**src/rtl/mem_port_arbiter.sv**
```systemverilog
// mem_port_arbiter: shares one single-ported data memory between the
// instruction-fetch (I) and load/store (D) requesters.
// The winning request is latched in IDLE. It drives the memory for one
// access (ACCESS, stretched by mem_stall). A one-cycle done pulse follows
// in DONE. One access completes every three cycles at most.
// Build option: define MEM_ARB_RR_EN for round-robin tie breaking.
// Without it, D has fixed priority over I.
module mem_port_arbiter #(
  parameter int ADDR_W = 64,
  parameter int DATA_W = 64
) (
  input  logic              CLK,
  input  logic              reset,
  input  logic              i_req,
  input  logic [ADDR_W-1:0] i_addr,
  output logic              i_done,
  output logic [DATA_W-1:0] i_rdata,
  input  logic              d_req,
  input  logic              d_we,
  input  logic [1:0]        d_size,
  input  logic [ADDR_W-1:0] d_addr,
  input  logic [DATA_W-1:0] d_wdata,
  output logic              d_done,
  output logic [DATA_W-1:0] d_rdata,
  output logic              mem_v,
  output logic              mem_we,
  output logic [1:0]        mem_size,
  output logic [ADDR_W-1:0] mem_addr,
  output logic [DATA_W-1:0] mem_wdata,
  input  logic [DATA_W-1:0] mem_rdata,
  input  logic              mem_stall,
  output logic              busy
);

  typedef enum logic [1:0] {
    IDLE   = 2'd0,
    ACCESS = 2'd1,
    DONE   = 2'd2
  } state_t;

  localparam logic PORT_I = 1'b0;
  localparam logic PORT_D = 1'b1;

  state_t            state_q, state_d;
  logic              grant_q, grant_d;
  logic              last_grant_q, last_grant_d;
  logic              pick_port;
  logic              mem_v_q, mem_v_d;
  logic              mem_we_q, mem_we_d;
  logic [1:0]        mem_size_q, mem_size_d;
  logic [ADDR_W-1:0] mem_addr_q, mem_addr_d;
  logic [DATA_W-1:0] mem_wdata_q, mem_wdata_d;
  logic [DATA_W-1:0] i_rdata_q, i_rdata_d;
  logic [DATA_W-1:0] d_rdata_q, d_rdata_d;
  logic              i_done_q, i_done_d;
  logic              d_done_q, d_done_d;

  // Arbitration: a lone request always wins; ties follow the build option.
  always_comb begin
    pick_port = PORT_D;
    if (i_req && !d_req) begin
      pick_port = PORT_I;
    end else if (d_req && !i_req) begin
      pick_port = PORT_D;
    end else begin
`ifdef MEM_ARB_RR_EN
      pick_port = (last_grant_q == PORT_I) ? PORT_D : PORT_I;
`else
      pick_port = PORT_D;
`endif
    end
  end

  // Next-state logic. Only IDLE looks at the requester inputs, so the
  // memory port is always driven from the latched copy.
  always_comb begin
    state_d      = state_q;
    grant_d      = grant_q;
    last_grant_d = last_grant_q;
    mem_v_d      = mem_v_q;
    mem_we_d     = mem_we_q;
    mem_size_d   = mem_size_q;
    mem_addr_d   = mem_addr_q;
    mem_wdata_d  = mem_wdata_q;
    i_rdata_d    = i_rdata_q;
    d_rdata_d    = d_rdata_q;
    i_done_d     = 1'b0;
    d_done_d     = 1'b0;
    case (state_q)
      IDLE: begin
        mem_v_d = 1'b0;
        if (i_req || d_req) begin
          grant_d      = pick_port;
          last_grant_d = pick_port;
          mem_v_d      = 1'b1;
          state_d      = ACCESS;
          if (pick_port == PORT_D) begin
            mem_we_d    = d_we;
            mem_size_d  = d_size;
            mem_addr_d  = d_addr;
            mem_wdata_d = d_wdata;
          end else begin
            // Fetches are always full-width reads.
            mem_we_d    = 1'b0;
            mem_size_d  = 2'b11;
            mem_addr_d  = i_addr;
            mem_wdata_d = '0;
          end
        end
      end
      ACCESS: begin
        // The store commits on this exit edge. The data read here is the
        // pre-store contents.
        if (!mem_stall) begin
          mem_v_d = 1'b0;
          state_d = DONE;
          if (grant_q == PORT_D) begin
            d_rdata_d = mem_rdata;
            d_done_d  = 1'b1;
          end else begin
            i_rdata_d = mem_rdata;
            i_done_d  = 1'b1;
          end
        end
      end
      DONE: begin
        mem_v_d = 1'b0;
        state_d = IDLE;
      end
      default: begin
        mem_v_d = 1'b0;
        state_d = IDLE;
      end
    endcase
  end

  // State and registered outputs. Reset clears everything, which also
  // aborts an in-flight access without a done pulse.
  always_ff @(posedge CLK) begin
    if (reset) begin
      state_q      <= IDLE;
      grant_q      <= PORT_I;
      last_grant_q <= PORT_I;
      mem_v_q      <= 1'b0;
      mem_we_q     <= 1'b0;
      mem_size_q   <= 2'b00;
      mem_addr_q   <= '0;
      mem_wdata_q  <= '0;
      i_rdata_q    <= '0;
      d_rdata_q    <= '0;
      i_done_q     <= 1'b0;
      d_done_q     <= 1'b0;
    end else begin
      state_q      <= state_d;
      grant_q      <= grant_d;
      last_grant_q <= last_grant_d;
      mem_v_q      <= mem_v_d;
      mem_we_q     <= mem_we_d;
      mem_size_q   <= mem_size_d;
      mem_addr_q   <= mem_addr_d;
      mem_wdata_q  <= mem_wdata_d;
      i_rdata_q    <= i_rdata_d;
      d_rdata_q    <= d_rdata_d;
      i_done_q     <= i_done_d;
      d_done_q     <= d_done_d;
    end
  end

  assign i_done    = i_done_q;
  assign d_done    = d_done_q;
  assign i_rdata   = i_rdata_q;
  assign d_rdata   = d_rdata_q;
  assign mem_v     = mem_v_q;
  assign mem_we    = mem_we_q;
  assign mem_size  = mem_size_q;
  assign mem_addr  = mem_addr_q;
  assign mem_wdata = mem_wdata_q;
  assign busy      = (state_q != IDLE);

endmodule

```
**config.mk**
```make
export PLATFORM = sky130hd
export DESIGN_NAME = mem_port_arbiter
export DESIGN_NICKNAME = d
export VERILOG_FILES = /design/src/rtl/mem_port_arbiter.sv
export SDC_FILE = /design/constraint.sdc
export NUM_CORES = 1
export LEC_CHECK = 0
export ABC_AREA = 1
export CAP_MARGIN = 20
export CORE_AREA = 2 2 206 208
export DETAILED_ROUTE_END_ITERATION = 12
export DIE_AREA = 0 0 208 210
export PLACE_DENSITY = 0.61
export SYNTH_ARGS = -nofsm -noshare
export SYNTH_HDL_FRONTEND = slang
export SYNTH_SLANG_ARGS = --single-unit
export TNS_END_PERCENT = 1
```
**constraint.sdc**
```tcl
create_clock -name CLK -period 1.95 [get_ports CLK]
set_input_delay 0.585 -clock CLK [delete_from_list [all_inputs] [get_ports CLK]]
set_output_delay 0.585 -clock CLK [all_outputs]
set_load 0.005 [all_outputs]
```
# Word level (Yosys, flattened, before mapping)
# Index checks and enable logic that the tools add are counted.
[op_classes]
n_eq_ne = 3
n_mux = 13
bitwise_logic = 3
n_reduce_logical = 10
[op_table]
columns = ["operator", "count"]
rows = [
  ["$mux 64", 2],
  ["$mux 1", 6],
  ["$mux 2", 3],
  ["$reduce_and 3->1", 2],
  ["$ne 2x2->1 const B", 2],
  ["$pmux 2 s2", 1],
  ["$reduce_and 2->1", 2],
  ["$not 1->1", 3],
  ["$reduce_or 3->1", 1],
  ["$eq 2x1->1 const B", 1],
  ["$logic_not 2->1", 1],
  ["$pmux 1 s2", 1],
  ["$reduce_bool 2->1", 1],
  ["$logic_and 1x1->1", 1],
  ["$logic_not 1->1", 1],
  ["$logic_or 1x1->1", 1],
]
[word_totals]
regBits = 265
inputBits = 264
out_inout_bits = 263
elab_cells = 40

# Longest topological paths before layout
# Gate-level depths: netlist of run 1.
[depth]
word_depth = 3
depth_mapped = 8
ltp_nobuf = 6

# Least setup slack after synthesis of run 1
# No wires, ideal clock.
[synth_timing]
path_kind = "input to register"
start = "input mem_stall"
end = "register d_rdata_q[33], in the netlist d_rdata[33]"
t_arrival_ps = 1454
required_time_ps = 1837
setup_slack_ps = 383
cell_stages = 6
path_cell_list = "buf_2 > nor2_2 > clkbuf_1 > nand3_1 > nand2_1 > nor2_1"
[synth_between]
elab_chain_cells = 2
[synth_rtl]
columns = ["item", "line_no", "source"]
rows = [
  ["start: declaration", "31", "input logic mem_stall,"],
  ["$not 1->1 (no line)", "--", ""],
  ["$reduce_and 3->1 (no line)", "--", ""],
  ["end signal: assignment", "163", "d_rdata_q <= d_rdata_d;"],
  ["end: declaration", "54", "logic [DATA_W-1:0] d_rdata_q, d_rdata_d;"],
]
# Every way passes these cells.
# A chain may end at the register's enable or synchronous reset.

# Worst setup path after layout of run 1
[layout_timing]
start = "register state_q[0]"
end = "output busy"
[layout_between]
elab_chain_cells = 1
[layout_rtl]
columns = ["item", "line_no", "source"]
rows = [
  ["start: declaration", "44", "state_t state_q, state_d;"],
  ["start signal: assignment", "154", "state_q <= state_d;"],
  ["$reduce_bool 2->1", "178", "assign busy = (state_q != IDLE);"],
  ["end: declaration", "32", "output logic busy"],
]
# Every way passes these cells.

==> results of run 1 <==
-- report_power, final --
part	leakage [nW]	internal, W	switching (W)
combinational	6.22	0.00144	0.00148
sequential	2.18	0.00580	0.000196
clock	0.501	0.00351	0.00232
-- tightest hold or removal path, delay by kind of cell, from the launching register on --
kind             cells  cell delay (ps)
AND/OR/NAND/NOR      1               60
AO/OA/AOI/OAI        1               50
flip-flops           1              300
-- kinds of logic after synthesis --
| group | after synthesis | share of synthesized area (%) |
|---|---|---|
| AOI/OAI and AO/OA | 136 | 5.98 |
| buffers and inverters | 268 | 9.96 |
| DFF | 265 | 46.6 |
| and+or+nand+nor | 1045 | 37.5 |
-- placed cells by master, fill, tap and decap left out, drive strengths merged, types with 2 or more instances in the layout --
master / count
clkbuf: 46
dlygate4sd2: 262
nor2: 327
dfxtp: 265
clkinv: 6
nor3: 2
a21oi: 134
o21ai: 2
inv: 137
buf: 61
bufinv: 3
nand3: 258
clkdlybuf4s50: 260
nand2: 457
-- through the flow --
stage          hold WS (ps)  instance area (sq um)
5_1_grt                 476                  18200
6_report                455                  18200
3_3_place_gp            447                  17400
2_1_floorplan           455                  11400
3_5_place_dp            453                  17400
4_1_cts                 452                  18200
-- registers in the layout (all words and copies together), names as in the netlist --
| name | count |
|---|---|
| d_rdata | 64 |
| i_rdata | 64 |
| mem_addr | 64 |
| mem_wdata | 64 |
| mem_size | 2 |
| state_q | 2 |
| d_done | 1 |
| grant_q | 1 |
| i_done | 1 |
| mem_v | 1 |
| mem_we | 1 |
-- repair_timing --
item	CTS	global route
endpoints found under the setup margin	263	0
buffers inserted	0	0
resized for setup	285	0
-- worst paths after layout --
path	startpoint	end	slack [ps]
min reg2reg	mem_wdata[16]$_SDFFE_PP0P_	mem_wdata[16]$_SDFFE_PP0P_	460
min	mem_wdata[16]$_SDFFE_PP0P_	mem_wdata[16]$_SDFFE_PP0P_	460
max	state_q[0]$_SDFFE_PP0P_	busy	120
max reg2reg	state_q[0]$_SDFFE_PP0P_	mem_wdata[25]$_SDFFE_PP0P_	260
-- area by class of cell --
class                   instances  share of cell area [%]
flip-flops and latches        265                    29.4
multi-input cells            1181                    27.5
clock inverters                11                   0.772
clock buffers                  46                    4.86
inverters                     136                    2.84
repair buffers                583                    31.0
well taps                     539                    3.72
-- layer usage --
metal | GRT usage, % | share of wire (%)
met1 | 21.3 | 41
met2 | 30.8 | 47
met3 | 5.91 | 9.1
met4 | 5.09 | 2.3
met5 | 0 | 0.039
==> flow_summary.ini, run 1 <==
[route]
drc = 0
wl_per_cell_um = 15.0
ant_nets = 0
dr.pass1.iters = 5
drt-vias-per-instance = 4.46
drt_iter0_drc = 766
wl_um = 41300
vias = 12317

[yosys]
syn_area_sq_um = 11400
synth_cells = 1714
synthArstFlopShare_pct = 0
synth-edff-count = 0
ys_seq_elements = 265
syn-num-nets = 1978
synthTopCellsByCount = 456 x nand2_1, 324 x nor2_1, 265 x dfxtp_1
synth.largest_area_cell = dfxtp_1
synth_cell_types = 19
synth_top_area_share_pct = 46.6
yosysSeqAreaShare_pct = 46.6
synth_ff_type = dfxtp_1
syn_area_per_cell_sq_um = 6.64
synth-warning-count = 0
yosysMostFrequentCell = nand2_1
synth.top_cells.by_area = dfxtp_1 47%, nand2_1 15%, nand3_1 11%

[worst_setup_path]
worstPathArrival_ps = 1240
slowest_stage = dfxtp_2
end_kind = output port
cp_cell_sequence = nor2_4, inv_1, buf_2
cp.required_ps = 1360
critical-path-max-stage-delay_ps = 340
path_depth = 3
cp_top_family = flip-flops
reg2reg_depth = 5
crit_type = reg -> out
cp_max_fo = 3
startpoint_type = flip-flop
crit_buf_inv = 2

[job]
cap_violations = 0

[clocking]
cts_sinks = 265
htreeDepth = 1
cts_tree = done
clockBufferDepth = 3
root_buffer = clkbuf_16
clkLatencyLatePin_ps = 570
cts_hold_buf = 0
numCtsBuffers = 31
path_clk_slew_ps = 60

[grt]
grt_antenna_before_repair = 1
grt_pass1_wl_um = 64100
grt_max_degree = 72
overflow = 0
grt_usage_pct = 17.9
grt_pass1_vias = 11878

[place]
portBuffers = 526
place_inst = 2704
place.gp.congestion = 0.851
dp_slack_ps = -63.3
hpwlAfterDp_um = 30400

[final_layout]
multi_input_area_sq_um = 4990
regArea_sq_um = 5330
final_util_pct = 43.8
fillers = 4389
instances_no_fill = 2761
area_growth_pct = 59.4
drive_gt1_share_pct = 6.03
n_antenna_cell = 0
layout.nets = 2462

[timing]
finClkSkew_ps = 12.9
drv_slew = 0
fin_setup_tns_ps = 0
tightest_slew_ps = 403
rsz0062_at_grt = no
hold_violations = 0
slew_headroom_pct = 73.0
clock.fmax_mhz = 547
setup-violations-final = 0
post-route-period-util_pct = 93.8
setup_ws_ps = 121
period_minus_slack_ps = 1830

[floorplanning]
die_w_um = 208
ios = 527
design.die.area_sq_um = 43700
fp-row-count = 75
coreArea_sq_um = 41500
start_util_pct = 27.4
die_h_um = 210

[pwr]
p_total_w = 0.0147
ir_worst_vdd_v = 0.000555
power.density_nw_per_um2 = 812
p_leak_nw = 8.90

[hold_path]
hold_depth = 2
hold_path_class = reg -> reg

[run_status]
status = complete, no violations
No activity file was read; power rests on OpenSTA's default activity.
==> inputs of run 2 (changes only) <==
--- a/config.mk
+++ b/config.mk
@@ -11,6 +11,7 @@
 export DETAILED_ROUTE_END_ITERATION = 12
 export DIE_AREA = 0 0 208 210
 export PLACE_DENSITY = 0.61
+export SKIP_LAST_GASP = 1
 export SYNTH_ARGS = -nofsm -noshare
 export SYNTH_HDL_FRONTEND = slang
 export SYNTH_SLANG_ARGS = --single-unit
==> flow_summary.ini, run 2 (synthesis results as in run 1) <==
[worst_setup_path]
end_kind = output port
cp_cell_sequence = clkdlybuf4s50_1
cp.required_ps = 1360
critical-path-max-stage-delay_ps = 600
crit_type = reg -> out
crit_buf_inv = 1
cp_top_family = buffers and inverters
worstPathArrival_ps = 1490
startpoint_type = flip-flop
slowest_stage = clkdlybuf4s50_1
cp_max_fo = 2

[hold_path]
hold_path_class = reg -> reg

[timing]
rsz0062_at_grt = yes
setup_ws_ps = -129
finClkSkew_ps = 13.6
drv_slew = 0
fin_setup_tns_ps = -14360
clock.fmax_mhz = 481
setup-violations-final = 260
hold_violations = 0
period_minus_slack_ps = 2080
slew_headroom_pct = 72.4
post-route-period-util_pct = 107
tightest_slew_ps = 414

[floorplanning]
die_h_um = 210
start_util_pct = 27.4
die_w_um = 208
fp-row-count = 75
ios = 527
design.die.area_sq_um = 43700
coreArea_sq_um = 41500

[run_status]
failed_checks = setup timing
status = complete, but fails checks

[final_layout]
drive_gt1_share_pct = 5.31
regArea_sq_um = 5310
n_antenna_cell = 0
fillers = 4275
layout.nets = 2462
final_util_pct = 44.5
instances_no_fill = 2761
final_cell_mix = 519 x clkdlybuf4s50_1, 455 x nand2_1, 322 x nor2_1
final_common_cell = clkdlybuf4s50_1
area_growth_pct = 62.2
multi_input_area_sq_um = 4990

[grt]
grt_usage_pct = 17.8
grt_pass1_wl_um = 63800
grt_antenna_before_repair = 1
grt_max_degree = 72
overflow = 0
grt_pass1_vias = 11852

[route]
wl_met2_um = 19400
drc = 0
ant_nets = 0
drt-vias-per-instance = 4.48
maxUsedRoutingLayer = met5
wl_per_cell_um = 14.9
dr.pass1.iters = 5
wl_met3_um = 3820
vias = 12369
drt_iter0_drc = 824
wl_met1_um = 17000
wl_um = 41200

[pwr]
ir_worst_vdd_v = 0.000559
power.density_nw_per_um2 = 813
p_leak_nw = 7.86
p_total_w = 0.0150

[clocking]
clockBufferDepth = 3
cts_sinks = 265
cts_hold_buf = 0
htreeDepth = 1
postCtsSetupBuffers = 0
path_clk_slew_ps = 60
root_buffer = clkbuf_16
clkLatencyLatePin_ps = 570
cts_tree = done
numCtsBuffers = 31

[place]
place.gp.congestion = 0.851
hpwlAfterDp_um = 30400
place_inst = 2704
portBuffers = 526

[job]
cap_violations = 0
[run 2: changes by cell type in the layout (fill, tap and decap cells not counted)]
cell             delta
buf_2               -1
dfxtp_1            +15
clkdlybuf4s50_1   +259
dlymetal6s2s_1      +2
dlygate4sd2_1     -260
dfxtp_2            -13
dfxtp_4             -2
[run 2: cell type report]
cell class	instances	share of cell area, %
Tap cell	539	3.65
Clock inverter	11	0.759
Multi-Input combinational cell	1181	27.0
Inverter	136	2.79
Clock buffer	46	4.78
Timing Repair Buffer	583	32.3
Sequential cell	265	28.7
[run 2: routing by layer]
layer / vias up / global-route usage [%]
met1: 5530 / 21.2
met4: 2 / 5.50
li1: 6310 / -
met2: 471 / 30.5
met5: - / 0
met3: 56 / 5.87
[run 2: final timing paths]
path                         startpoint                    endpoint  slack (ps)  cells after the start
min reg2reg  mem_wdata[63]$_SDFFE_PP0P_  mem_wdata[63]$_SDFFE_PP0P_         460                      2
max reg2reg     state_q[0]$_SDFFE_PP0P_  mem_wdata[21]$_SDFFE_PP0P_         260                      5
max           mem_addr[45]$_SDFFE_PP0P_                mem_addr[45]        -130                      1
min          mem_wdata[63]$_SDFFE_PP0P_  mem_wdata[63]$_SDFFE_PP0P_         460                      2
[run 2: per-stage QoR]
stage                     worst slack (ps)  area (sq um)  hold WS [ps]
after CTS                             -201         18500           452
after floorplan                        383         11400           455
after global placement               -20.4         17400           447
final                                 -129         18500           458
after global routing                  -186         18500           479
after detailed placement             -63.3         17400           453
[run 2: power breakdown]
part,internal [W],total [W],switching [W]
clock network,0.00351,0.00583,0.00232
registers,0.00580,0.00601,0.000211
logic,0.00169,0.00318,0.00148
[run 2: timing repair]
action                     in CTS  in global routing
resized for setup               4                  2
pin swaps                       1                  0
setup endpoints to repair     263                262
[run 2: worst register-to-register path: cells and delay by family (launching register included)]
| kind | cells | cell delay, ps |
|---|---|---|
| and+or+nand+nor | 2 | 300 |
| DFF | 1 | 340 |
| AOI/OAI and AO/OA | 1 | 190 |
| buffers and inverters | 2 | 790 |
==> inputs of run 3 (changes only) <==
--- a/config.mk
+++ b/config.mk
@@ -7,10 +7,10 @@
 export LEC_CHECK = 0
 export ABC_AREA = 1
 export CAP_MARGIN = 20
-export CORE_AREA = 2 2 206 208
+export CORE_AREA = 10 10 197 199
 export DETAILED_ROUTE_END_ITERATION = 12
-export DIE_AREA = 0 0 208 210
-export PLACE_DENSITY = 0.61
+export DIE_AREA = 0 0 207 209
+export PLACE_DENSITY = 0.7
 export SKIP_LAST_GASP = 1
 export SYNTH_ARGS = -nofsm -noshare
 export SYNTH_HDL_FRONTEND = slang
==> flow_summary.ini, run 3 (synthesis results as in run 1) <==
[floorplanning]
fp-row-count = 69
die_h_um = 209
die_w_um = 207
coreArea_sq_um = 35100
start_util_pct = 32.5
ios = 527
design.die.area_sq_um = 43300

[grt]
grt_max_degree = 72
grt_antenna_before_repair = 5
grt_pass1_vias = 12145
grt_pass1_wl_um = 68300
overflow = 0
grt_usage_pct = 19.2

[pwr]
p_total_w = 0.0148
ir_worst_vdd_v = 0.000584
power.density_nw_per_um2 = 810
p_leak_nw = 7.83
switching_share_pct = 26.7
power.internal_w = 0.0109
combPwrFrac_pct = 21.6
seq_power_share_pct = 40.5
p_switching_w = 0.00396
clock_power_share_pct = 38.0

[worst_setup_path]
cp_max_fo = 2
end_kind = output port
slowest_stage = clkdlybuf4s50_1
worstPathArrival_ps = 1490
cp.required_ps = 1360
startpoint_type = flip-flop
startpoint = mem_addr[35]$_SDFFE_PP0P_
timing.rr.start = state_q[1]$_SDFFE_PP0P_
cp_top_family = buffers and inverters
cp_cell_sequence = clkdlybuf4s50_1
critical-path-max-stage-delay_ps = 610
crit_type = reg -> out
crit_buf_inv = 1

[route]
vias = 12497
drt-vias-per-instance = 4.66
dr.pass1.iters = 5
wl_per_cell_um = 16.5
wl_um = 44300
ant_nets = 0
drc = 0
drt_iter0_drc = 605

[clocking]
clockBufferDepth = 3
cts_tree = done
root_buffer = clkbuf_16
path_clk_slew_ps = 60
htreeDepth = 1
cts_hold_buf = 0
clkLatencyLatePin_ps = 550
numCtsBuffers = 29
cts_sinks = 265

[timing]
fin_hold_ws_ps = 459
slew_headroom_pct = 78.3
hold_violations = 0
drv_slew = 0
setup-violations-final = 260
post-route-period-util_pct = 106
tightest_slew_ps = 325
finClkSkew_ps = 5.99
rsz0062_at_grt = yes
setup_ws_ps = -123
period_minus_slack_ps = 2070
clock.fmax_mhz = 482

[place]
dp_slack_ps = 19.5
hpwlAfterDp_um = 34000
place.gp.congestion = 0.831
portBuffers = 526

[run_status]
failed_checks = setup timing
status = complete, but fails checks

[final_layout]
final_common_cell = clkdlybuf4s50_1
area_growth_pct = 60.6
final_util_pct = 52.2
final_cell_mix = 519 x clkdlybuf4s50_1, 455 x nand2_1, 322 x nor2_1
drive_gt1_share_pct = 5.18
layout.nets = 2459

[hold_path]
min_from = mem_wdata[48]$_SDFFE_PP0P_
hold_path_class = reg -> reg

[job]
cap_violations = 0
[run 3: cell types whose count changed in the layout (fill, tap and decap cells not counted), sizes merged]
cell      before  now
buf           60   59
bufinv         3    4
clkbuf        46   40
clkinv         6    7
clkinvlp       1    2
diode          0    1
[run 3: layout make-up]
type / count / area, sq um
clock buffer: 40 / 797
clock inverter: 14 / 179
inverter: 136 / 515
antenna: 1 / 2.50
sequential: 265 / 5310
timing repair buffer: 582 / 5920
multi-input combinational: 1181 / 4990
fill: 3429 / 16800
tap: 461 / 577
[run 3: repair_timing]
action | 4_1_cts | 5_1_grt
resized for setup | 3 | 2
setup endpoints to repair | 263 | 262
setup buffers | 0 | 0
cloned | 0 | 0
hold endpoints to repair | 0 | 0
[run 3: metal layers]
metal  vias to the layer above  wire [um]  global-route usage, %
met5                         -         42                      0
met4                         8       1260                   6.27
met3                        80       4330                   7.26
met2                       487      21500                   33.3
met1                      5626      17200                   21.3
li1                       6296          -                      -
[run 3: metrics by stage]
stage                     instance area, sq um  cells  TNS, ps
after floorplan                          11400   1714        0
after global placement                   17300   2625        0
after detailed placement                 17300   2625        0
after CTS                                18300   2679   -21690
after global routing                     18300   2680   -26890
final                                    18300   2680   -11700
[run 3: worst paths after layout]
path / to / slack (ps) / cells past startpoint
hold / removal: mem_wdata[48]$_SDFFE_PP0P_ / 460 / 2
hold reg to reg: mem_wdata[48]$_SDFFE_PP0P_ / 460 / 2
setup reg to reg: mem_addr[33]$_SDFFE_PP0P_ / 280 / 6
setup / recovery: mem_addr[35] / -120 / 1
[run 3: power groups by stage]
stage	sequential (W)	clock, W	combinational, W
final	0.00600	0.00562	0.00319
after global routing	0.00604	0.00602	0.00352
after CTS	0.00600	0.00579	0.00323
after detailed placement	0.00612	0	0.00322
after global placement	0.00610	0	0.00318
after floorplan	0.00613	0	0.00135
